===== src/rtl/mod12289s_mac_pkg.sv =====
// Shared constants for the mod-12289 signed multiply-accumulate block.
// Every derived value below follows from the modulus.
package mod12289s_mac_pkg;

    localparam int MOD_Q = 12289;
    localparam int HALF  = MOD_Q / 2;
    localparam int W_Z   = 14;
    localparam int W_S   = 27;
    localparam int II    = 5;

    localparam int W_X   = W_S + 1;
    localparam int W_P   = 2 * W_X;
    localparam int W_QT  = 16;

    // Rounded reciprocal for the reducer's quotient estimate
    localparam int BAR_K = 40;
    localparam longint BAR_M_L =
        ((64'sd1 <<< BAR_K) + longint'(MOD_Q / 2)) / longint'(MOD_Q);
    localparam logic signed [W_X-1:0] BAR_M = W_X'(BAR_M_L);

endpackage


===== src/rtl/mod12289s_mac_if.sv =====
// Operand/result bundle for the MAC: valid/ready input side plus
// a one-cycle result pulse.
interface mod12289s_mac_if;
    import mod12289s_mac_pkg::*;

    logic                  in_valid;
    logic                  in_ready;
    logic                  in_first;
    logic                  in_last;
    logic signed [W_Z-1:0] inA;
    logic signed [W_Z-1:0] inB;
    logic                  out_valid;
    logic signed [W_Z-1:0] outZ;

    modport master (
        output in_valid, in_first, in_last, inA, inB,
        input  in_ready, out_valid, outZ
    );

    modport slave (
        input  in_valid, in_first, in_last, inA, inB,
        output in_ready, out_valid, outZ
    );

endinterface


===== src/rtl/mod12289s.sv =====
// Three-stage signed reducer: 27-bit value to a 14-bit residue
// in [-6144, 6145], congruent mod 12289.
module mod12289s
    import mod12289s_mac_pkg::*;
(
    input  logic                  clk,
    input  logic                  rst,
    input  logic signed [W_S-1:0] inZ,
    output logic signed [W_Z-1:0] outZ
);

    logic signed [W_X-1:0]  w_x;
    logic signed [W_P-1:0]  w_p;
    logic signed [W_QT-1:0] w_q;
    logic signed [W_X-1:0]  w_qq;
    logic signed [W_X-1:0]  w_r;

    logic signed [W_X-1:0]  r_x1;
    logic signed [W_P-1:0]  r_p1;
    logic signed [W_X-1:0]  r_x2;
    logic signed [W_X-1:0]  r_qq2;
    logic signed [W_Z-1:0]  r_z;

    // Offset by HALF so the floor quotient lands the remainder in
    // [0, Q]; removing the offset afterwards nearly centers it.
    assign w_x  = W_X'(inZ) + W_X'(HALF);
    assign w_p  = W_P'(w_x) * W_P'(BAR_M);
    assign w_q  = W_QT'(r_p1 >>> BAR_K);
    assign w_qq = W_X'(w_q) * W_X'(MOD_Q);
    assign w_r  = r_x2 - r_qq2;

    always_ff @(posedge clk or posedge rst) begin
        if (rst) begin
            r_x1  <= '0;
            r_p1  <= '0;
            r_x2  <= '0;
            r_qq2 <= '0;
            r_z   <= '0;
        end else begin
            r_x1  <= w_x;
            r_p1  <= w_p;
            r_x2  <= r_x1;
            r_qq2 <= w_qq;
            r_z   <= W_Z'(w_r - W_X'(HALF));
        end
    end

    assign outZ = r_z;

endmodule


===== src/rtl/mod12289s_mac.sv =====
// Signed dot-product MAC mod 12289, one pair every five cycles,
// centered accumulator held between frames.
module mod12289s_mac
    import mod12289s_mac_pkg::*;
(
    input  logic           clk,
    input  logic           rst,
    mod12289s_mac_if.slave s
);

    localparam logic [3:0] CNT_INIT = 4'(II - 1);

    logic [3:0]            r_cnt;
    logic signed [W_S-1:0] r_s1;
    logic                  r_last;
    logic                  r_out_valid;
    logic signed [W_Z-1:0] r_acc;

    logic                    w_accept;
    logic                    w_rst_h;
    logic signed [2*W_Z-1:0] w_prod;
    logic signed [W_S-1:0]   w_addend;
    logic signed [W_S-1:0]   w_s1;
    logic signed [W_Z-1:0]   w_red;
    logic signed [W_Z-1:0]   w_cor;

    assign s.in_ready = (r_cnt == 4'd0);
    assign w_accept   = s.in_valid && s.in_ready;
    assign w_rst_h    = ~rst;

    assign w_prod   = (2*W_Z)'(s.inA) * (2*W_Z)'(s.inB);
    assign w_addend = s.in_first ? '0
                    : {{(W_S-W_Z){r_acc[W_Z-1]}}, r_acc};
    assign w_s1     = W_S'(w_prod) + w_addend;

    mod12289s u_red (
        .clk  (clk),
        .rst  (w_rst_h),
        .inZ  (r_s1),
        .outZ (w_red)
    );

    always_comb begin
        w_cor = w_red;
        if (w_red > W_Z'(HALF))
            w_cor = W_Z'(int'(w_red) - MOD_Q);
        else if (w_red < W_Z'(-HALF))
            w_cor = W_Z'(int'(w_red) + MOD_Q);
    end

    // S1 stays put until the next acceptance so the reducer output
    // is stable when the countdown reaches one.
    always_ff @(posedge clk or negedge rst) begin
        if (!rst) begin
            r_cnt       <= '0;
            r_s1        <= '0;
            r_last      <= 1'b0;
            r_out_valid <= 1'b0;
            r_acc       <= '0;
        end else begin
            r_out_valid <= 1'b0;
            if (w_accept) begin
                r_cnt  <= CNT_INIT;
                r_s1   <= w_s1;
                r_last <= s.in_last;
            end else if (r_cnt != 4'd0) begin
                r_cnt <= r_cnt - 4'd1;
                if (r_cnt == 4'd1) begin
                    r_acc       <= w_cor;
                    r_out_valid <= r_last;
                end
            end
        end
    end

    assign s.out_valid = r_out_valid;
    assign s.outZ      = r_acc;

endmodule


===== src/flat_wrapper.sv =====
// flat-port wrapper written by rule: the top's interface ports become plain ports
module mod12289s_mac_flat import mod12289s_mac_pkg::*;
  (clk, rst, s_in_valid, s_in_first, s_in_last, s_inA, s_inB, s_in_ready, s_out_valid, s_outZ);
  mod12289s_mac_if s_i ();
  input  logic clk;
  input  logic rst;
  input wire logic [$bits(s_i.in_valid)-1:0] s_in_valid;
  input wire logic [$bits(s_i.in_first)-1:0] s_in_first;
  input wire logic [$bits(s_i.in_last)-1:0] s_in_last;
  input wire logic [$bits(s_i.inA)-1:0] s_inA;
  input wire logic [$bits(s_i.inB)-1:0] s_inB;
  output wire logic [$bits(s_i.in_ready)-1:0] s_in_ready;
  output wire logic [$bits(s_i.out_valid)-1:0] s_out_valid;
  output wire logic [$bits(s_i.outZ)-1:0] s_outZ;
  assign s_i.in_valid = s_in_valid;
  assign s_i.in_first = s_in_first;
  assign s_i.in_last = s_in_last;
  assign s_i.inA = s_inA;
  assign s_i.inB = s_inB;
  assign s_in_ready = s_i.in_ready;
  assign s_out_valid = s_i.out_valid;
  assign s_outZ = s_i.outZ;
  mod12289s_mac u_core (.clk(clk), .rst(rst), .s(s_i));
endmodule

===== config.mk =====
export PLATFORM = sky130hd
export DESIGN_NAME = mod12289s_mac_flat
export DESIGN_NICKNAME = d
export VERILOG_FILES = /design/src/rtl/mod12289s_mac_pkg.sv /design/src/rtl/mod12289s_mac_if.sv /design/src/rtl/mod12289s.sv /design/src/rtl/mod12289s_mac.sv /design/src/flat_wrapper.sv
export SDC_FILE = /design/constraint.sdc
export NUM_CORES = 2
export LEC_CHECK = 0
export BUFFER_PORTS_ARGS = -buffer_cell sky130_fd_sc_hd__buf_2
export CAP_MARGIN = 20
export CORE_MARGIN = 1
export CORE_UTILIZATION = 30
export CTS_CLUSTER_DIAMETER = 50
export DETAILED_ROUTE_END_ITERATION = 6
export PLACE_DENSITY_LB_ADDON = 0.1
export SYNTH_ARGS = -nofsm -noshare
export SYNTH_HDL_FRONTEND = slang
export SYNTH_SLANG_ARGS = --single-unit

===== constraint.sdc =====
create_clock -name clk -period 21.7 [get_ports clk]
set_input_delay 4.34 -clock clk [delete_from_list [all_inputs] [get_ports clk]]
set_output_delay 4.34 -clock clk [all_outputs]
set_load 0.01 [all_outputs]

== Yosys cells after proc, flatten, opt, wreduce, memory -nomap -nowiden ==
Index checks and enable logic that the tools add are counted.

* Input bits: 33
* Flip-flop bits (word level): 157
* Word-level logic and storage cells: 37
* Output and inout port bits: 16

* Reductions and logical operators: 5
* Magnitude comparators: 2
* Bitwise operators: 1
* $mul: 3
* Multiplexer cells: 8
* Add/subtract/negate cells: 7
* Equality and inequality tests: 1

{| class="wikitable"
|+ Operators by type and width
! kind !! number
|-
| $mul A28 B26 Y54 const B || 1
|-
| $add A27 B14 Y28 const B || 1
|-
| $mux W14 || 2
|-
| $add A27 B27 Y27 || 1
|-
| $mul A14 B14 Y27 || 1
|-
| $mux W27 || 1
|-
| $mul A16 B15 Y14 const B || 1
|-
| $add A14 B13 Y14 const B || 1
|-
| $gt A14 B14 Y1 const B || 1
|-
| $lt A14 B14 Y1 const B || 1
|-
| $sub A14 B13 Y14 const B || 1
|-
| $sub A14 B14 Y14 || 1
|-
| $sub A14 B14 Y14 const B || 1
|-
| $mux W4 || 2
|-
| $eq A4 B1 Y1 const B || 1
|-
| $logic_not A4 Y1 || 1
|-
| $reduce_bool A4 Y1 || 1
|-
| $sub A4 B1 Y4 const B || 1
|-
| $mux W1 || 3
|-
| $reduce_and A3 Y1 || 1
|-
| $reduce_bool A2 Y1 || 1
|-
| $logic_and A1 B1 Y1 || 1
|-
| $not A1 Y1 || 1
|}

== Logic depth before layout (Yosys ltp) ==
* Depth after elaboration: 4
* Mapped depth: 30
* Mapped depth without buffers: 29

== Modules after synthesis ==
From an unflattened synthesis, not the netlist that was laid out.

* Cells, all modules: 2767
* Area, all modules: 26631.8 µm²

{| class="wikitable"
|+ Modules (own cells, without submodules)
! module !! area each (µm²) !! times used !! seq. area each (µm²) !! cells an instance
|-
| mod12289s || 16459.5 || 1 || 1751.7 || 1652
|-
| mod12289s_mac || 10172.3 || 1 || 1176.1 || 1115
|}

== Worst setup path after synthesis ==
No wires, ideal clock.

* Kind: in2reg
* Start: input port s_inB[5]
* End: register u_core.r_s1[26]
* Path buffers: 1
* Arrival time: 9.611 ns
* Required time: 21.577 ns
* Library setup time: 0.123 ns
* Cell stages on the path: 21
* Slack: 11.965 ns
* Path through: clkbuf_1 > nand2_1 > fa_1 > inv_1 > fa_1 > inv_1 > fa_1 > inv_1 > fa_1 > inv_1 > fa_1 > inv_1 > fa_1 > ha_1 > a21o_1 > a2111oi_0 > o21ai_0 > a221oi_1 > o2111ai_1 > mux2i_1 > nand2_1

* Cells in the longest elaborated chain, start to end: 2

{| class="wikitable"
|+ RTL lines
! element !! RTL line !! RTL
|-
| start, declared || flat_wrapper.sv:11 || <nowiki>input wire logic [$bits(s_i.inB)-1:0] s_inB;</nowiki>
|-
| $mul A14 B14 Y27 || mod12289s_mac.sv:31 || <nowiki>assign w_prod = (2*W_Z)'(s.inA) * (2*W_Z)'(s.inB);</nowiki>
|-
| $add A27 B27 Y27 || mod12289s_mac.sv:34 || <nowiki>assign w_s1 = W_S'(w_prod) + w_addend;</nowiki>
|-
| end signal, assigned || mod12289s_mac.sv:64 || <nowiki>r_s1 <= w_s1;</nowiki>
|-
| end, declared || mod12289s_mac.sv:14 || <nowiki>logic signed [W_S-1:0] r_s1;</nowiki>
|}

Every way passes these cells.
A chain may end at the register's enable or synchronous reset.

== Final worst setup path ==
* Start: input port s_in_first
* End: register u_core.r_s1[24]

* Cells in the longest elaborated chain, start to end: 2

{| class="wikitable"
|+ RTL lines
! element !! RTL line !! RTL
|-
| start, declared || flat_wrapper.sv:8 || <nowiki>input wire logic [$bits(s_i.in_first)-1:0] s_in_first;</nowiki>
|-
| $mux W27 || mod12289s_mac.sv:32 || <nowiki>assign w_addend = s.in_first ? '0</nowiki>
|-
| $add A27 B27 Y27 || mod12289s_mac.sv:34 ||
|}

Every way passes these cells.

==> flow_results.xml <==
<?xml version="1.0" encoding="UTF-8"?>
<metrics>
  <group name="outcome">
    <metric name="status" unit="">complete, no violations</metric>
  </group>
  <group name="timing">
    <metric name="maxSlewHeadroom" unit="%">22.2</metric>
    <metric name="finalCritPeriodShare" unit="%">45.9</metric>
    <metric name="clock_skew" unit="ns">0.0189</metric>
    <metric name="setup_viol_count_final" unit="">0</metric>
    <metric name="hold_ws" unit="ns">0.339</metric>
    <metric name="finalHoldViolations" unit="">0</metric>
    <metric name="final-max-slew-violation-count" unit="">0</metric>
    <metric name="grt_setup_unrepaired" unit="">no</metric>
    <metric name="maxClockFrequency" unit="GHz">0.100</metric>
    <metric name="worst_tran_pin_value" unit="ns">1.16</metric>
    <metric name="fin_crit" unit="ns">9.96</metric>
    <metric name="setup-tns-final" unit="ns">0</metric>
  </group>
  <group name="worst_setup_path">
    <metric name="setup.worst_path.start" unit="">s_in_first</metric>
    <metric name="critical_path.endpoint_type" unit="">flip-flop</metric>
    <metric name="timing.critical_path.from_type" unit="">input port</metric>
    <metric name="worst-path-max-fanout" unit="">14</metric>
    <metric name="worstReg2RegStart" unit="">u_core.r_s1[11]</metric>
    <metric name="critical_path_class" unit="">input port to flip-flop</metric>
    <metric name="timing.critical_path.arrival" unit="ns">10.32</metric>
    <metric name="worst-endpoint-required" unit="ns">22.06</metric>
  </group>
  <group name="cts">
    <metric name="cts_tree" unit="">built</metric>
    <metric name="cts.reportedPaths.clkPinSlew" unit="ns">0.07</metric>
    <metric name="inserted_clock_buffers" unit="">17</metric>
    <metric name="post-cts-setup-buffer-count" unit="">0</metric>
    <metric name="insertion_delay" unit="ns">0.46</metric>
    <metric name="clock_path_buffers" unit="">2</metric>
    <metric name="cts.repair.resized" unit="">0</metric>
    <metric name="cts.sink_count" unit="">117</metric>
    <metric name="cts_hold_repair.buffers" unit="">0</metric>
    <metric name="ctsRootBufferMaster" unit="">sky130_fd_sc_hd__clkbuf_16</metric>
    <metric name="number_of_h_tree_levels" unit="">4</metric>
  </group>
  <group name="grt">
    <metric name="grt_overflow" unit="">0</metric>
    <metric name="grt_first_pass_wirelength" unit="mm">112</metric>
    <metric name="number_of_antenna_violations_at_the_first_check_in_global_routing" unit="">1</metric>
    <metric name="grt.met2_usage" unit="%">28.4</metric>
    <metric name="grt.met3_usage" unit="%">1.17</metric>
    <metric name="first_global_vias" unit="">18800</metric>
    <metric name="met1_usage" unit="%">23.1</metric>
    <metric name="track_usage" unit="%">16.6</metric>
    <metric name="maximum_number_of_pins_on_one_net_before_global_route_repair" unit="">63</metric>
    <metric name="top_usage_layer" unit="">met2</metric>
  </group>
  <group name="synth">
    <metric name="synthesis.area_per_instance" unit="µm²">9.72</metric>
    <metric name="synth.cell_area" unit="mm²">0.0262</metric>
    <metric name="fraction_of_registers_with_async_set_or_reset_after_synthesis" unit="%">100</metric>
    <metric name="synthesis.nets" unit="">3635</metric>
    <metric name="syn-instance-count" unit="">2694</metric>
    <metric name="synth_cell_types" unit="">80</metric>
    <metric name="synth_enable_flop_cells" unit="">0</metric>
    <metric name="ys_seq_elements" unit="">117</metric>
    <metric name="count_of_yosys_warnings_during_synthesis" unit="">0</metric>
    <metric name="ys_seq_area_share" unit="%">11.2</metric>
    <metric name="synth-main-ff-cell" unit="">sky130_fd_sc_hd__dfrtp_1</metric>
  </group>
  <group name="final_layout">
    <metric name="area_growth_syn_to_layout" unit="%">8.64</metric>
    <metric name="most-common-layout-cells" unit="">sky130_fd_sc_hd__inv_1 (810), sky130_fd_sc_hd__fa_1 (509), sky130_fd_sc_hd__ha_1 (399)</metric>
    <metric name="multiInputGateArea" unit="mm²">0.0200</metric>
    <metric name="drive_above_1_share" unit="%">4.63</metric>
    <metric name="final_common_cell" unit="">sky130_fd_sc_hd__inv_1</metric>
    <metric name="filler_cell_count" unit="">9060</metric>
    <metric name="area.sequential" unit="mm²">0.00293</metric>
    <metric name="design.final.nets" unit="">3673</metric>
    <metric name="post_layout_nonfiller_instances" unit="">3901</metric>
    <metric name="final_area" unit="mm²">0.0285</metric>
  </group>
  <group name="floorplanning">
    <metric name="die_span_x" unit="µm">298</metric>
    <metric name="start_util" unit="%">30.2</metric>
    <metric name="floorplan.die_area" unit="mm²">0.0885</metric>
    <metric name="io_pins" unit="">49</metric>
    <metric name="rows" unit="">108</metric>
    <metric name="die_height" unit="µm">298</metric>
    <metric name="core_area" unit="mm²">0.0866</metric>
  </group>
  <group name="routing">
    <metric name="routed-via-count" unit="">17200</metric>
    <metric name="drt_wl_total" unit="mm">69.8</metric>
    <metric name="detail_route.iter0.violations" unit="">599</metric>
    <metric name="avgRoutedWirePerCell" unit="µm">17.9</metric>
    <metric name="detail_route.vias_per_cell" unit="">4.41</metric>
    <metric name="ant_nets" unit="">0</metric>
    <metric name="route.detailed.drc" unit="">0</metric>
    <metric name="first_pass_iters" unit="">5</metric>
  </group>
  <group name="placed_design">
    <metric name="routabilityCongestion" unit="">0.841</metric>
    <metric name="buffer_ports.inserted" unit="">48</metric>
    <metric name="placed_area" unit="mm²">0.0278</metric>
    <metric name="dp.final_hpwl" unit="mm">61.4</metric>
    <metric name="place.detailed.instances" unit="">3868</metric>
  </group>
  <group name="job">
    <metric name="max_cap_viol_count" unit="">0</metric>
  </group>
  <group name="min_path">
    <metric name="min_path_type" unit="">flip-flop to flip-flop</metric>
    <metric name="holdCritStartpoint" unit="">u_core.u_red.r_x1[8]</metric>
  </group>
</metrics>
==> final cells by class <==
class,instances,share of cell area (%)
diodes,1,0.00879
clock buffers,17,1.49
inverters,812,10.7
multi-input cells,1721,70.4
well taps,1155,5.08
clock inverters,15,0.765
repair buffers,63,1.25
flip-flops and latches,117,10.3
==> sequential cells by signal, summed over array words and instances (netlist names) <==
name,flops
u_core.r_s1,27
u_core.s.outZ,14
u_core.u_red.outZ,14
u_core.u_red.r_p1,14
u_core.u_red.r_qq2,14
u_core.u_red.r_x1,14
u_core.u_red.r_x2,14
u_core.r_cnt,4
u_core.r_last,1
u_core.s.out_valid,1
==> worst max-delay path: stages <==
cell	delay [ns]
sky130_fd_sc_hd__buf_2	0.19
sky130_fd_sc_hd__nand2b_1	0.20
sky130_fd_sc_hd__fa_1	0.54
sky130_fd_sc_hd__inv_1	0.06
sky130_fd_sc_hd__fa_1	0.54
sky130_fd_sc_hd__inv_1	0.05
sky130_fd_sc_hd__fa_1	0.49
sky130_fd_sc_hd__fa_1	0.57
sky130_fd_sc_hd__inv_1	0.06
sky130_fd_sc_hd__fa_1	0.50
sky130_fd_sc_hd__fa_1	0.45
sky130_fd_sc_hd__ha_1	0.25
sky130_fd_sc_hd__nor3_1	0.37
sky130_fd_sc_hd__a2bb2oi_1	0.14
sky130_fd_sc_hd__a31oi_1	0.24
sky130_fd_sc_hd__o21ai_0	0.21
sky130_fd_sc_hd__a221oi_1	0.59
sky130_fd_sc_hd__o21ai_0	0.22
sky130_fd_sc_hd__xnor2_1	0.15
sky130_fd_sc_hd__o21ai_0	0.15
==> per-layer routing <==
layer | vias to the layer above | routed length, µm
met2 | 178 | 34900
met4 | 0 | 975
li1 | 8191 | -
met3 | 42 | 1280
met5 | - | 0
met1 | 8807 | 32700
==> synthesized netlist by cell type, drive strengths merged, types with 6 or more instances <==
cell type	instances	share of area (%)
nand3	18	0.34
a21o	21	0.61
o21ai	68	1.3
o41ai	8	0.27
fa	509	39
a21oi	54	1.0
clkbuf	40	0.59
nor4	6	0.14
ha	399	19
nor2	48	0.69
or2	8	0.20
o21a	8	0.23
inv	812	12
nand2b	24	0.57
xor2	25	0.84
a31oi	7	0.17
nor2b	14	0.33
nand2	209	3.0
nor3	17	0.37
a211oi	8	0.23
mux2	7	0.30
and2	79	1.9
dfrtp	117	11
xnor2	89	3.0
nand4	12	0.34
and3	11	0.27
==> worst paths after layout <==
check                      cells after the start  slack (ns)                     to
max                                           20       11.74        u_core.r_s1[24]
max in group asynchronous                      2       16.37        u_core.r_s1[11]
min in group asynchronous                      1        3.99  u_core.u_red.r_p1[44]
min                                            0        0.34   u_core.u_red.r_x2[8]
min reg2reg                                    0        0.34   u_core.u_red.r_x2[8]
max reg2reg                                   27       12.46  u_core.u_red.r_p1[46]
==> metrics by stage <==
step           util, %  setup WS (ns)
2_1_floorplan        -          11.97
3_3_place_gp      32.1          11.20
3_5_place_dp      32.1          11.26
4_1_cts           32.9          11.71
5_1_grt           32.9          11.30
6_report          32.9          11.74
==> cells by family after synthesis <==
family | share of synthesized area (%)
AO/OA/AOI/OAI | 5.52
multiplexers | 0.416
XOR/XNOR | 3.84
AND/OR/NAND/NOR | 8.75
adder cells (fa/ha/maj) | 57.9
flip-flops | 11.2
buffers and inverters | 12.4
Power is left out: the tool's default activity adds up to more than one toggle a clock period on the data nets, which glitch-free logic cannot reach.
